File: config.mk
export PLATFORM = sky130hd
export DESIGN_NAME = mem_access_ctrl
export DESIGN_NICKNAME = d
export VERILOG_FILES = /design/src/rtl/mem_if_pkg.sv /design/src/rtl/mar_mdr_regs.sv /design/src/rtl/mem_access_ctrl.sv
export SDC_FILE = /design/constraint.sdc
export NUM_CORES = 1
export LEC_CHECK = 0
export CORE_MARGIN = 4
export CORE_UTILIZATION = 41
export CTS_CLUSTER_SIZE = 10
export DETAILED_ROUTE_END_ITERATION = 7
export HOLD_SLACK_MARGIN = 0.15
export PLACE_DENSITY_LB_ADDON = 0.2
export RECOVER_POWER = 25
export SLEW_MARGIN = 20
export SYNTH_ARGS = -nofsm -noshare
export SYNTH_HDL_FRONTEND = slang
export SYNTH_SLANG_ARGS = --single-unit
File: constraint.sdc
create_clock -name clock -period 2 [get_ports clock]
set_input_delay 0.4 -clock clock [delete_from_list [all_inputs] [get_ports clock]]
set_output_delay 0.4 -clock clock [all_outputs]
set_load 0.01 [all_outputs]
File: src/rtl/mem_if_pkg.sv
// Shared types and defaults for the memory access controller.
package mem_if_pkg;
  localparam int DATA_W_DEF = 32;
  localparam int ADDR_W_DEF = 9;
  localparam int LAT_W      = 3;

  typedef enum logic [1:0] {
    IDLE     = 2'd0,
    RD_ISSUE = 2'd1,
    RD_WAIT  = 2'd2,
    WR_ISSUE = 2'd3
  } state_e;
endpackage

File: src/rtl/mar_mdr_regs.sv
// MAR/MDR register pair; a ram capture into MDR takes priority over a bus load.
module mar_mdr_regs
  import mem_if_pkg::*;
#(
  parameter int DATA_W = DATA_W_DEF,
  parameter int ADDR_W = ADDR_W_DEF
) (
  input  logic              clock,
  input  logic              clear_n,
  input  logic [DATA_W-1:0] bus,
  input  logic              mar_ld,
  input  logic              mdr_bus_ld,
  input  logic              mdr_mem_ld,
  input  logic [DATA_W-1:0] mem_data,
  output logic [ADDR_W-1:0] mar,
  output logic [DATA_W-1:0] mdr
);

  always_ff @(posedge clock or negedge clear_n) begin
    if (!clear_n) begin
      mar <= '0;
      mdr <= '0;
    end else begin
      if (mar_ld) mar <= bus[ADDR_W-1:0];
      if (mdr_mem_ld)      mdr <= mem_data;
      else if (mdr_bus_ld) mdr <= bus;
    end
  end

endmodule

File: src/rtl/mem_access_ctrl.sv
// Memory access controller: sequences one ram read or write per request.
// Optional range check on MAR enabled by defining ADDR_CHECK_EN.
//
// state    | meaning
// IDLE     | waiting for mem_req
// RD_ISSUE | ram_read strobe high for one cycle
// RD_WAIT  | counting down the ram read latency
// WR_ISSUE | ram_write strobe high for one cycle
module mem_access_ctrl
  import mem_if_pkg::*;
#(
  parameter int DATA_W     = DATA_W_DEF,
  parameter int ADDR_W     = ADDR_W_DEF,
  parameter int RD_LATENCY = 1,
  parameter int MEM_DEPTH  = 512
) (
  input  logic              clock,
  input  logic              clear_n,
  input  logic [DATA_W-1:0] BusMuxOut,
  input  logic              MARin,
  input  logic              MDRin,
  input  logic              mem_req,
  input  logic              mem_we,
  input  logic [DATA_W-1:0] MDataIn,
  output logic              ram_read,
  output logic              ram_write,
  output logic [ADDR_W-1:0] ram_addr,
  output logic [DATA_W-1:0] ram_din,
  output logic [DATA_W-1:0] MDR_q,
  output logic              mem_busy,
  output logic              mem_done,
  output logic              mem_fault
);

  state_e             state, state_nxt;
  logic [LAT_W-1:0]   cnt, cnt_nxt;
  logic [ADDR_W-1:0]  mar;
  logic               accept, addr_bad, issue, capture;
  logic               read_nxt, write_nxt, done_nxt, mdr_bus_ld;

  assign accept = (state == IDLE) && mem_req;

`ifdef ADDR_CHECK_EN
  logic fault_q;
  assign addr_bad = int'(mar) >= MEM_DEPTH;
  always_ff @(posedge clock or negedge clear_n) begin
    if (!clear_n) fault_q <= 1'b0;
    else          fault_q <= accept && addr_bad;
  end
  assign mem_fault = fault_q;
`else
  assign addr_bad  = 1'b0;
  assign mem_fault = 1'b0;
`endif

  assign issue = accept && !addr_bad;

  always_ff @(posedge clock or negedge clear_n) begin
    if (!clear_n) begin
      state     <= IDLE;
      cnt       <= '0;
      ram_read  <= 1'b0;
      ram_write <= 1'b0;
      mem_done  <= 1'b0;
      ram_addr  <= '0;
    end else begin
      state     <= state_nxt;
      cnt       <= cnt_nxt;
      ram_read  <= read_nxt;
      ram_write <= write_nxt;
      mem_done  <= done_nxt;
      if (issue) ram_addr <= mar;
    end
  end

  always_comb begin
    state_nxt = state;
    cnt_nxt   = cnt;
    case (state)
      IDLE:     if (issue) state_nxt = mem_we ? WR_ISSUE : RD_ISSUE;
      RD_ISSUE: begin
        state_nxt = RD_WAIT;
        cnt_nxt   = LAT_W'(RD_LATENCY);
      end
      RD_WAIT: begin
        cnt_nxt = cnt - LAT_W'(1);
        if (cnt == LAT_W'(1)) state_nxt = IDLE;
      end
      WR_ISSUE: state_nxt = IDLE;
      default:  state_nxt = IDLE;
    endcase
  end

  // Next values for the registered strobes, plus the MDR load enables.
  always_comb begin
    capture    = (state == RD_WAIT) && (cnt == LAT_W'(1));
    read_nxt   = issue && !mem_we;
    write_nxt  = issue && mem_we;
    done_nxt   = capture || (state == WR_ISSUE) || (accept && addr_bad);
    mdr_bus_ld = MDRin && (state == IDLE) && !mem_req;
  end

  mar_mdr_regs #(.DATA_W(DATA_W), .ADDR_W(ADDR_W)) u_regs (
    .clock      (clock),
    .clear_n    (clear_n),
    .bus        (BusMuxOut),
    .mar_ld     (MARin),
    .mdr_bus_ld (mdr_bus_ld),
    .mdr_mem_ld (capture),
    .mem_data   (MDataIn),
    .mar        (mar),
    .mdr        (MDR_q)
  );

  assign ram_din  = MDR_q;
  assign mem_busy = (state != IDLE);

endmodule
======== Word level (Yosys, flattened, before mapping) ========
Cells that the tools add are included.
cells by class
  equality and inequality tests ........... 6
  reduce and logical (&&, ||, !) cells .... 14
  add/subtract/negate cells ............... 1
  multiplexer cells ....................... 7
operator list
  cell                   number
  $mux W32               2
  $pmux W2 S4            1
  $logic_and A1 B1 Y1    6
  $mux W2                3
  $pmux W3 S2            1
  $reduce_bool A2 Y1     3
  $eq A2 B2 Y1 const B   2
  $ne A2 B2 Y1 const B   2
  $eq A3 B1 Y1 const B   1
  $sub A3 B1 Y3 const B  1
  $eq A2 B1 Y1 const B   1
  $logic_not A1 Y1       2
  $logic_not A2 Y1       1
  $reduce_and A2 Y1      1
  $logic_or A1 B1 Y1     1
word-level totals
  word-level logic and storage cells ...... 36
  register bits ........................... 58
  output and inout bits ................... 78

======== Depth between registers and ports, before layout ========
Gate-level depths: netlist (run 1).
  depth after elaboration ................. 5
  gate-level depth with buffers ........... 7

======== Hierarchy ========
Synthesis (run 1) repeated with hierarchy kept, for this count alone.
second synthesis, totals
  cells, all modules ...................... 250
  area total of the unflattened synthesis .. 2882.8 um^2
by module, submodules not included
  module           area each (um^2)  cells an instance  instances  seq. area each (um^2)
  mar_mdr_regs     1844.3            158                1          1026.0
  mem_access_ctrl  1038.5            92                 1          425.4

======== Worst setup path after synthesis (run 1) ========
OpenSTA, ideal clock, no wires.
  path type ............................... flip-flop to flip-flop
  start point ............................. register state[0]
  end point ............................... register state[0]
  required time ........................... 1875 ps
  stages on the path, launching flop included .. 6
  data arrival time ....................... 1384 ps
  setup slack ............................. 492 ps
  cells stage by stage .................... dfrtp_1 > inv_1 > ha_1 > inv_1 > a2bb2oi_1 > mux2_2
between the ends
  cells in the longest elaborated chain, start to end .. 4
  elaborated cells on any way between the ends .. 9
ends and longest elaborated chain
  what                         line                                          text
  start: declaration           mem_access_ctrl.sv:35                         state_e state, state_nxt;
  start signal: assignment     mem_access_ctrl.sv:67                         state <= state_nxt;
  $logic_not A2 Y1             mem_access_ctrl.sv:41, mem_access_ctrl.sv:79
  $logic_and A1 B1 Y1          mem_access_ctrl.sv:41                         assign accept = (state == IDLE) && mem_req;
  $ne A2 B2 Y1 (no line)       n/a
  $reduce_and A2 Y1 (no line)  n/a
Parallel ways exist; a longest one is shown, timed or not.
A chain may end at the register's enable or synchronous reset.

======== Final worst setup path (run 1) ========
  start point ............................. register state[1]
  end point ............................... output mem_busy
between the ends
  cells in the longest elaborated chain, start to end .. 1
ends and longest elaborated chain
  what                line                    text
  $reduce_bool A2 Y1  mem_access_ctrl.sv:116  assign mem_busy = (state != IDLE);
  end: declaration    mem_access_ctrl.sv:30   output logic mem_busy,
Every way passes these cells.

==> results of run 1 <==
cells in the mapped netlist:
| library cell | count |
|---|---|
| a21oi_1 | 2 |
| a21oi_2 | 30 |
| a2bb2oi_1 | 14 |
| a2bb2oi_2 | 19 |
| a32o_1 | 1 |
| and2b_1 | 1 |
| and3_1 | 1 |
| and3b_1 | 2 |
| buf_2 | 5 |
| buf_4 | 36 |
| buf_6 | 7 |
| conb_1 | 1 |
| dfrtp_1 | 58 |
| ha_1 | 7 |
| inv_1 | 6 |
| mux2_2 | 19 |
| mux2i_1 | 2 |
| nand2_1 | 33 |
| nand2_2 | 1 |
| nand2b_1 | 1 |
| nand3_1 | 1 |
| nand3b_1 | 2 |
| nor2_1 | 1 |
| o21a_1 | 1 |
| o21ai_0 | 2 |
| or2_2 | 1 |
final cells by class:
| cell class | instances | area share |
|---|---|---|
| Multi-Input combinational cell | 142 | 0.266 |
| Sequential cell | 58 | 0.313 |
| Tap cell | 99 | 0.0267 |
| Timing Repair Buffer | 157 | 0.342 |
| Inverter | 6 | 0.00486 |
| Clock inverter | 7 | 0.0203 |
| Clock buffer | 9 | 0.0267 |
worst max path at each step:
stage	startpoint	endpoint	depth (start not counted)
final	state[1]	mem_busy	4
after global placement	mem_req	u_regs.mdr[11]	5
after detailed placement	state[0]	u_regs.mdr[11]	6
after CTS	state[1]	mem_busy	4
after floorplan	state[0]	state[0]	5
after global routing	state[1]	mem_busy	4
metal layers:
| metal | part of all wire | track usage |
|---|---|---|
| met1 | 0.42 | 0.228 |
| met4 | 0.018 | 0.0877 |
| met5 | 0 | 0 |
| met3 | 0.074 | 0.0446 |
| met2 | 0.49 | 0.296 |
repair_timing:
item,CTS,global route
buffers inserted,2,0
endpoints found under the setup margin,1,0
endpoints found under the hold margin,21,0
hold buffers,1,0
gates resized for setup,1,0
cell usage in the layout (no fill, tap or decap), types with 2 or more instances in the layout:
master,count
a21oi_1,2
a21oi_2,30
a2bb2oi_1,14
a2bb2oi_2,19
and3b_2,2
buf_12,4
buf_4,3
bufinv_16,2
clkbuf_1,2
clkbuf_8,9
clkdlybuf4s50_1,143
clkinv_2,2
clkinvlp_4,2
dfrtp_1,58
dlygate4sd3_1,2
ha_1,7
inv_1,6
mux2_2,19
mux2i_1,2
nand2_1,33
nand3b_1,2
o21ai_0,2
sequential cells by signal (all words and copies together) (netlist names):
register / cells
mem_done: 1
cnt: 3
ram_read: 1
u_regs.mdr: 32
u_regs.mar: 9
state: 2
ram_write: 1
ram_addr: 9
through the flow:
stage,hold slack [ps],cell area (um2),power [mW]
finish,505,4630,7.57
CTS,510,4650,7.70
global route,526,4630,8.09
detailed placement,421,4410,6.47
global placement,413,4410,6.34
floorplan,104,3080,4.76
where the power goes:
part           internal [mW]  switching [mW]  total [mW]
combinational           2.48            1.86        4.34
clock                  0.698           0.477        1.17
sequential              1.70           0.354        2.06
cells by family (layout without fill, tap and decap cells):
family	after synthesis	after routing	share of synthesized area
fa+ha+maj	7	7	0.0284
buf+inv	54	179	0.129
flops	58	58	0.471
mux	21	21	0.0760
simple gates	44	44	0.0642
other cells	1	1	0.00122
compound gates	69	69	0.230
worst reg2reg max path, delay by kind of cell (launching register included):
family | cells | cell delay, ps
mux | 1 | 410
flops | 1 | 350
simple gates | 1 | 80
fa+ha+maj | 1 | 240
buf+inv | 2 | 570
==> metrics.md, run 1 <==
| Metric | Value |
|---|---|
| Critical path's slowest cell | `dfrtp_1` |
| RSZ-0062 raised after global routing | `false` |
| Worst Reg-to-Reg Cells | `5` |
| Post-route ant nets | `0` |
| Synth-to-Final Area Change | `50.4%` |
| CP delay by family, top | `buffers and inverters` |
| Crit-path max cell delay | `380 ps` |
| Cell Pwr Density | `1630 nW/um2` |
| Initial Util | `0.422` |
| Synth Warn # | `0` |
| Num rows | `31` |
| Worst VDD drop | `0.678 mV` |
| Min-Delay Startpoint | `u_regs.mar[0]` |
| Post-route setup slack | `about 210 ps` |
| WL/cell | `16.6 um` |
| Vias per inst | `4.96` |
| Worst-path maximum fanout | `5` |
| Number of fill cells | `633` |
| Max Clock Skew | `7.72 ps` |
| PortBufs | `146` |
| Syn Nets | `about 330` |
| R2R setup slack | `250 ps` |
| Die height | `94.7 um` |
| GRT Overall Usage | `0.183` |
| Max-slew violation count | `0` |
| Hold Path Depth | `1` |
| Register bit total from synthesis | `58` |
| Vias in the first global route | `2483` |
| Die Width | `about 95 um` |
| CTS max path bufs | `2` |
| Synth Cell Area | `between 3000 and 4000 um2` |
| R2R Path End | `ram_addr[8]` |
| Req. time, crit path | `1600 ps` |
| Placed Cells | `459` |
| Final core occ | `0.635` |
| Final Hold Viols | `0` |
| Area leader, netlist | `dfrtp_1` |
| Drt first-iter violations | `51` |
| Area contributors post-synth | `dfrtp_1 47%, a2bb2oi_2 9.3%, buf_4 8.8%` |
| Final wirelength | `slightly below 8 mm` |
| Critical-path cell list | `inv_1 -> ha_1 -> inv_1 -> dlygate4sd2_1` |
| Area of the multi-input gates | `1230 um2` |
| Die area | `8960 um2` |
| Clock slew at reported path FFs | `roughly 70 ps` |
| GP Congestion | `about 0.75` |
| Hold Crit Class | `reg -> reg` |
| Post-Layout Cell Count | `approximately 480` |
| DRC | `0` |
| Initial antenna violation count | `0` |
| Clock Tree Root | `clkbuf_8` |
| Count of final setup violators | `0` |
| Layout cells sized above 1 | `0.256` |
| Share of the synthesized area in the top cell type | `0.471` |
| CP dominant cell by count | `inv_1` |
| Largest net degree at the start of global routing | `38` |
| Core area | `~7300 um2` |
| Seq/Total Area, Yosys | `0.471` |
| Nets@finish | `~450` |
| Critical Path Source Type | `flip-flop` |
| Number of library cell types mapped by synthesis | `26` |
| Vias | `2373` |
| Max_cap viols | `0` |
| Io pins | `148` |
| Post-DP HPWL | `5.74 mm` |
| CP Capture Type | `output pin` |
| Arr. time, crit path | `1390 ps` |
| Peak Freq | `559 MHz` |
| WP buf/inv | `3` |
| Post-Synthesis Cells | `254` |
| Setup TNS Final | `0 ps` |
| Router iterations before antenna repair | `4` |
| CTS tree | `done` |
| Slew headroom | `0.582` |
| Static Leakage | `roughly 1.9 nW` |
| Hold EP | `ram_addr[0]` |
| Num CTS Buffers | `9` |
| Worst R2R Start | `state[0]` |
| Worst-Margin Slew | `627 ps` |
| First-pass GRT wire length | `12.5 mm` |
| Syn_area_per_cell | `12.1 um2` |
| CTS Sinks | `58` |
| Status | `complete, no violations` |
| DP Worst Slack | `222 ps` |
| Final period util | `0.895` |
| Reg area | `1450 um2` |
| Shortest period the worst path allows | `approximately 1800 ps` |
| Gr ovfl total | `0` |
| H-tree depth | `3` |
| Antenna Cells | `0` |
| Latest clock arrival within the worst-skew pair | `320 ps` |
| Crit Path Class | `reg -> out` |
No activity file was read; power rests on OpenSTA's default activity.
==> run 2: changes to the inputs <==
--- a/config.mk
+++ b/config.mk
@@ -5,6 +5,7 @@
 export SDC_FILE = /design/constraint.sdc
 export NUM_CORES = 1
 export LEC_CHECK = 0
+export ABC_AREA = 1
 export CORE_MARGIN = 4
 export CORE_UTILIZATION = 41
 export CTS_CLUSTER_SIZE = 10
==> run 2 against run 1 <==
Against the previous run:
- design area shrank 0.43%
- first-iteration DRC count rose by 73%
- sequential share of layout area is 0.14 points higher
- clock skew barely moved
- total power decreased by 5.1%
- core utilization is 0.064 points higher
- clock-buffer cell count is 2 higher
- via count grew 23%
- die area down 0.56%
- clock power is 15% higher
- combinational power down 12%
- flip-flop and latch count did not move
- critical endpoint unchanged
- largest power group unchanged
==> metrics.md, run 2 <==
| Metric | Value |
|---|---|
| Synth Flop Type | `dfrtp_1` |
| Layout cells sized above 1 | `0.0602 (-0.196)` |
| Crit-path max cell delay | `400 ps (+20 ps)` |
| DP Worst Slack | `171 ps (-51.6 ps)` |
| Initial antenna violation count | `0 (unchanged)` |
| Worst-path maximum fanout | `3 (-2)` |
| Arr. time, crit path | `1380 ps (about the same)` |
| Commonest non-fill, non-tap cells in the layout | `143 x clkdlybuf4s50_1, 140 x nand2_1, 58 x dfrtp_1` |
| Net Sw Power | `2.74 mW (+1.8%)` |
| Clock slew at reported path FFs | `70 ps (about the same)` |
| Logic pwr share | `0.534 (-0.039)` |
| Final wirelength | `8.81 mm (+11%)` |
| Vias in the first global route | `2862 (+15%)` |
| Syn Nets | `459 (+39%)` |
| P_int | `4.44 mW (-9.0%)` |
| Crit Path Class | `reg -> out` |
| RSZ-0062 raised after global routing | `false` |
| Max_cap viols | `0 (unchanged)` |
| Static Leakage | `2.19 nW (+13%)` |
| Cell Pwr Density | `1560 nW/um2 (-4.7%)` |
| Drt first-iter violations | `88 (+73%)` |
| Antenna Cells | `0 (unchanged)` |
| Post-route setup slack | `220 ps (+9.73 ps)` |
| Commonest non-fill, non-tap cell in the layout | `clkdlybuf4s50_1` |
| Initial Util | `0.422 (about the same)` |
| Seq/Total Area, Yosys | `0.474 (+0.00289)` |
| Max Clock Skew | `7.60 ps (-0.120 ps)` |
| Reg with most FFs | `u_regs.mdr` |
| Shortest period the worst path allows | `1780 ps (-9.73 ps)` |
| WP buf/inv | `3 (unchanged)` |
| Num CTS Buffers | `9 (unchanged)` |
| Setup TNS Final | `0 ps (unchanged)` |
| Clock share of power | `0.188 (+0.033)` |
| Synth Warn # | `0 (unchanged)` |
| Die Width | `94.4 um (-0.28%)` |
| CP Capture Type | `output pin` |
| Switching Share | `0.382 (+0.0261)` |
| Io pins | `148 (unchanged)` |
| Die area | `8910 um2 (-0.56%)` |
| Core area | `7250 um2 (-0.53%)` |
| Largest registers | `u_regs.mdr (32), ram_addr (9), u_regs.mar (9)` |
| CP delay by family, top | `buffers and inverters` |
| CTS Sinks | `58 (unchanged)` |
| Synth Cell Area | `3060 um2 (-0.61%)` |
| Post-Synthesis Cells | `382 (+50%)` |
| Worst VDD drop | `0.716 mV (+5.6%)` |
| CTS tree | `done` |
| Status | `complete, no violations` |
| Register bit total from synthesis | `58 (unchanged)` |
| Critical-path cell list | `inv_1 -> ha_1 -> inv_1 -> dlygate4sd2_1` |
| Area contributors post-synth | `dfrtp_1 47%, nand2_1 17%, buf_4 8.6%` |
| Worst-Margin Slew | `993 ps (+366 ps)` |
| Die height | `94.4 um (-0.28%)` |
| CP dominant cell by count | `inv_1` |
| Peak Freq | `562 MHz (+0.55%)` |
| GRT Overall Usage | `0.204 (+0.0216)` |
| Clock Tree Root | `clkbuf_8` |
| Hold Crit Class | `reg -> reg` |
| Synth-to-Final Area Change | `50.7%` |
| Slew headroom | `0.338 (-0.244)` |
| GP Congestion | `0.795 (+5.5%)` |
| Router iterations before antenna repair | `4 (unchanged)` |
| Post-DP HPWL | `6.52 mm (+14%)` |
| Syn_area_per_cell | `8.01 um2 (-34%)` |
| Number of library cell types mapped by synthesis | `21 (-19%)` |
| Post-route ant nets | `0 (unchanged)` |
| Vias | `2929 (+23%)` |
| Latest clock arrival within the worst-skew pair | `330 ps (about the same)` |
| Placed Cells | `578 (+26%)` |
| Largest net degree at the start of global routing | `42 (+11%)` |
| CTS max path bufs | `2 (unchanged)` |
| First-pass GRT wire length | `14.1 mm (+13%)` |
| Sequential share of power | `0.278 (+0.007)` |
| Final period util | `0.890 (-0.00486)` |
| PortBufs | `146 (unchanged)` |
| WL/cell | `14.8 um (-11%)` |
| DRC | `0 (unchanged)` |
| Max FFs per register | `32 (unchanged)` |
| Req. time, crit path | `1600 ps (about the same)` |
| Post-synth EDFFs | `0 (unchanged)` |
| Gr ovfl total | `0 (unchanged)` |
| Post-synth top cells | `140 x nand2_1, 58 x dfrtp_1, 35 x buf_4` |
| Post-Layout Cell Count | `597 (+25%)` |
| Vias per inst | `4.91 (-1.2%)` |
| Nets@finish | `570 (+26%)` |
| Critical path's slowest cell | `dfrtp_1` |
| Max-slew violation count | `0 (unchanged)` |
| Num rows | `31 (unchanged)` |
| Area leader, netlist | `dfrtp_1` |
| Critical Path Source Type | `flip-flop` |
| H-tree depth | `3 (unchanged)` |
| Most common cell in the synthesized netlist | `nand2_1` |
| Final Hold Viols | `0 (unchanged)` |
| Async set-reset flop share out of synthesis | `1.00 (unchanged)` |
| Count of final setup violators | `0 (unchanged)` |
| Share of the synthesized area in the top cell type | `0.474 (+0.00289)` |
run 2: cell types whose count changed after synthesis, moves of 30 or more:
| cell | before | now |
|---|---|---|
| a21oi_2 | 30 | 0 |
| nand3_1 | 1 | 31 |
| nand4_1 | 0 | 32 |
| nand2_1 | 33 | 140 |
run 2: cell type report:
class,count,area [um2]
inverter,23,86.3
clock buffer,11,151
tap,99,124
multi-input combinational,244,1140
sequential,58,1450
clock inverter,5,100
timing repair buffer,157,1560
fill,654,2640
run 2: worst paths after layout:
kind / depth (start not counted) / from / slack (ps) / to
hold / removal: 2 / ram_addr[7] / 490 / ram_addr[7]
setup reg to reg: 7 / state[1] / 430 / u_regs.mdr[16]
min in group asynchronous: 2 / clear_n / 740 / u_regs.mdr[31]
setup / recovery: 4 / state[1] / 220 / mem_busy
max in group asynchronous: 3 / clear_n / 340 / u_regs.mdr[20]
hold reg to reg: 2 / ram_addr[7] / 490 / ram_addr[7]
run 2: power by group through the flow:
stage               clock network, mW  logic, mW  registers (mW)
finish                           1.35       3.84            2.00
global route                     1.45       4.22            2.07
CTS                              1.38       3.89            2.00
detailed placement                  0       3.85            2.02
global placement                    0       3.78            2.00
floorplan                           0       2.13            2.14
run 2: routing by layer:
layer	track usage	wire (um)	vias up
met3	0.0526	837	12
li1	-	-	1420
met1	0.252	3580	1372
met5	0	0	-
met2	0.338	4250	125
met4	0.0878	141	0
run 2: logic make-up after synthesis:
| logic type | Yosys count | synth area share |
|---|---|---|
| DFF | 58 | 0.474 |
| buffers and inverters | 80 | 0.152 |
| AOI/OAI and AO/OA | 24 | 0.0392 |
| and+or+nand+nor | 212 | 0.305 |
| adders and majority gates | 7 | 0.0286 |
| other | 1 | 0.00123 |
run 2: through the flow:
| stage | hold slack, ps | util | area [um2] | power (mW) |
|---|---|---|---|---|
| 3_3_place_gp | 361 | 0.599 | 4350 | 5.78 |
| 2_1_floorplan | 104 | - | 3060 | 4.28 |
| 6_report | 487 | 0.636 | 4610 | 7.18 |
| 5_1_grt | 533 | 0.636 | 4610 | 7.73 |
| 3_5_place_dp | 366 | 0.599 | 4350 | 5.88 |
| 4_1_cts | 494 | 0.637 | 4620 | 7.28 |
run 2: repair_timing:
| action | CTS | global route |
|---|---|---|
| hold buffers | 1 | 0 |
| buffers inserted | 2 | 0 |
| endpoints found under the setup margin | 1 | 0 |
| endpoints found under the hold margin | 17 | 0 |
| gates resized for setup | 1 | 0 |
run 2: tightest hold or removal path: stages (launching register included):
cell and delay [ps]:
dfrtp_1 340, nand2_1 50, o21ai_0 60
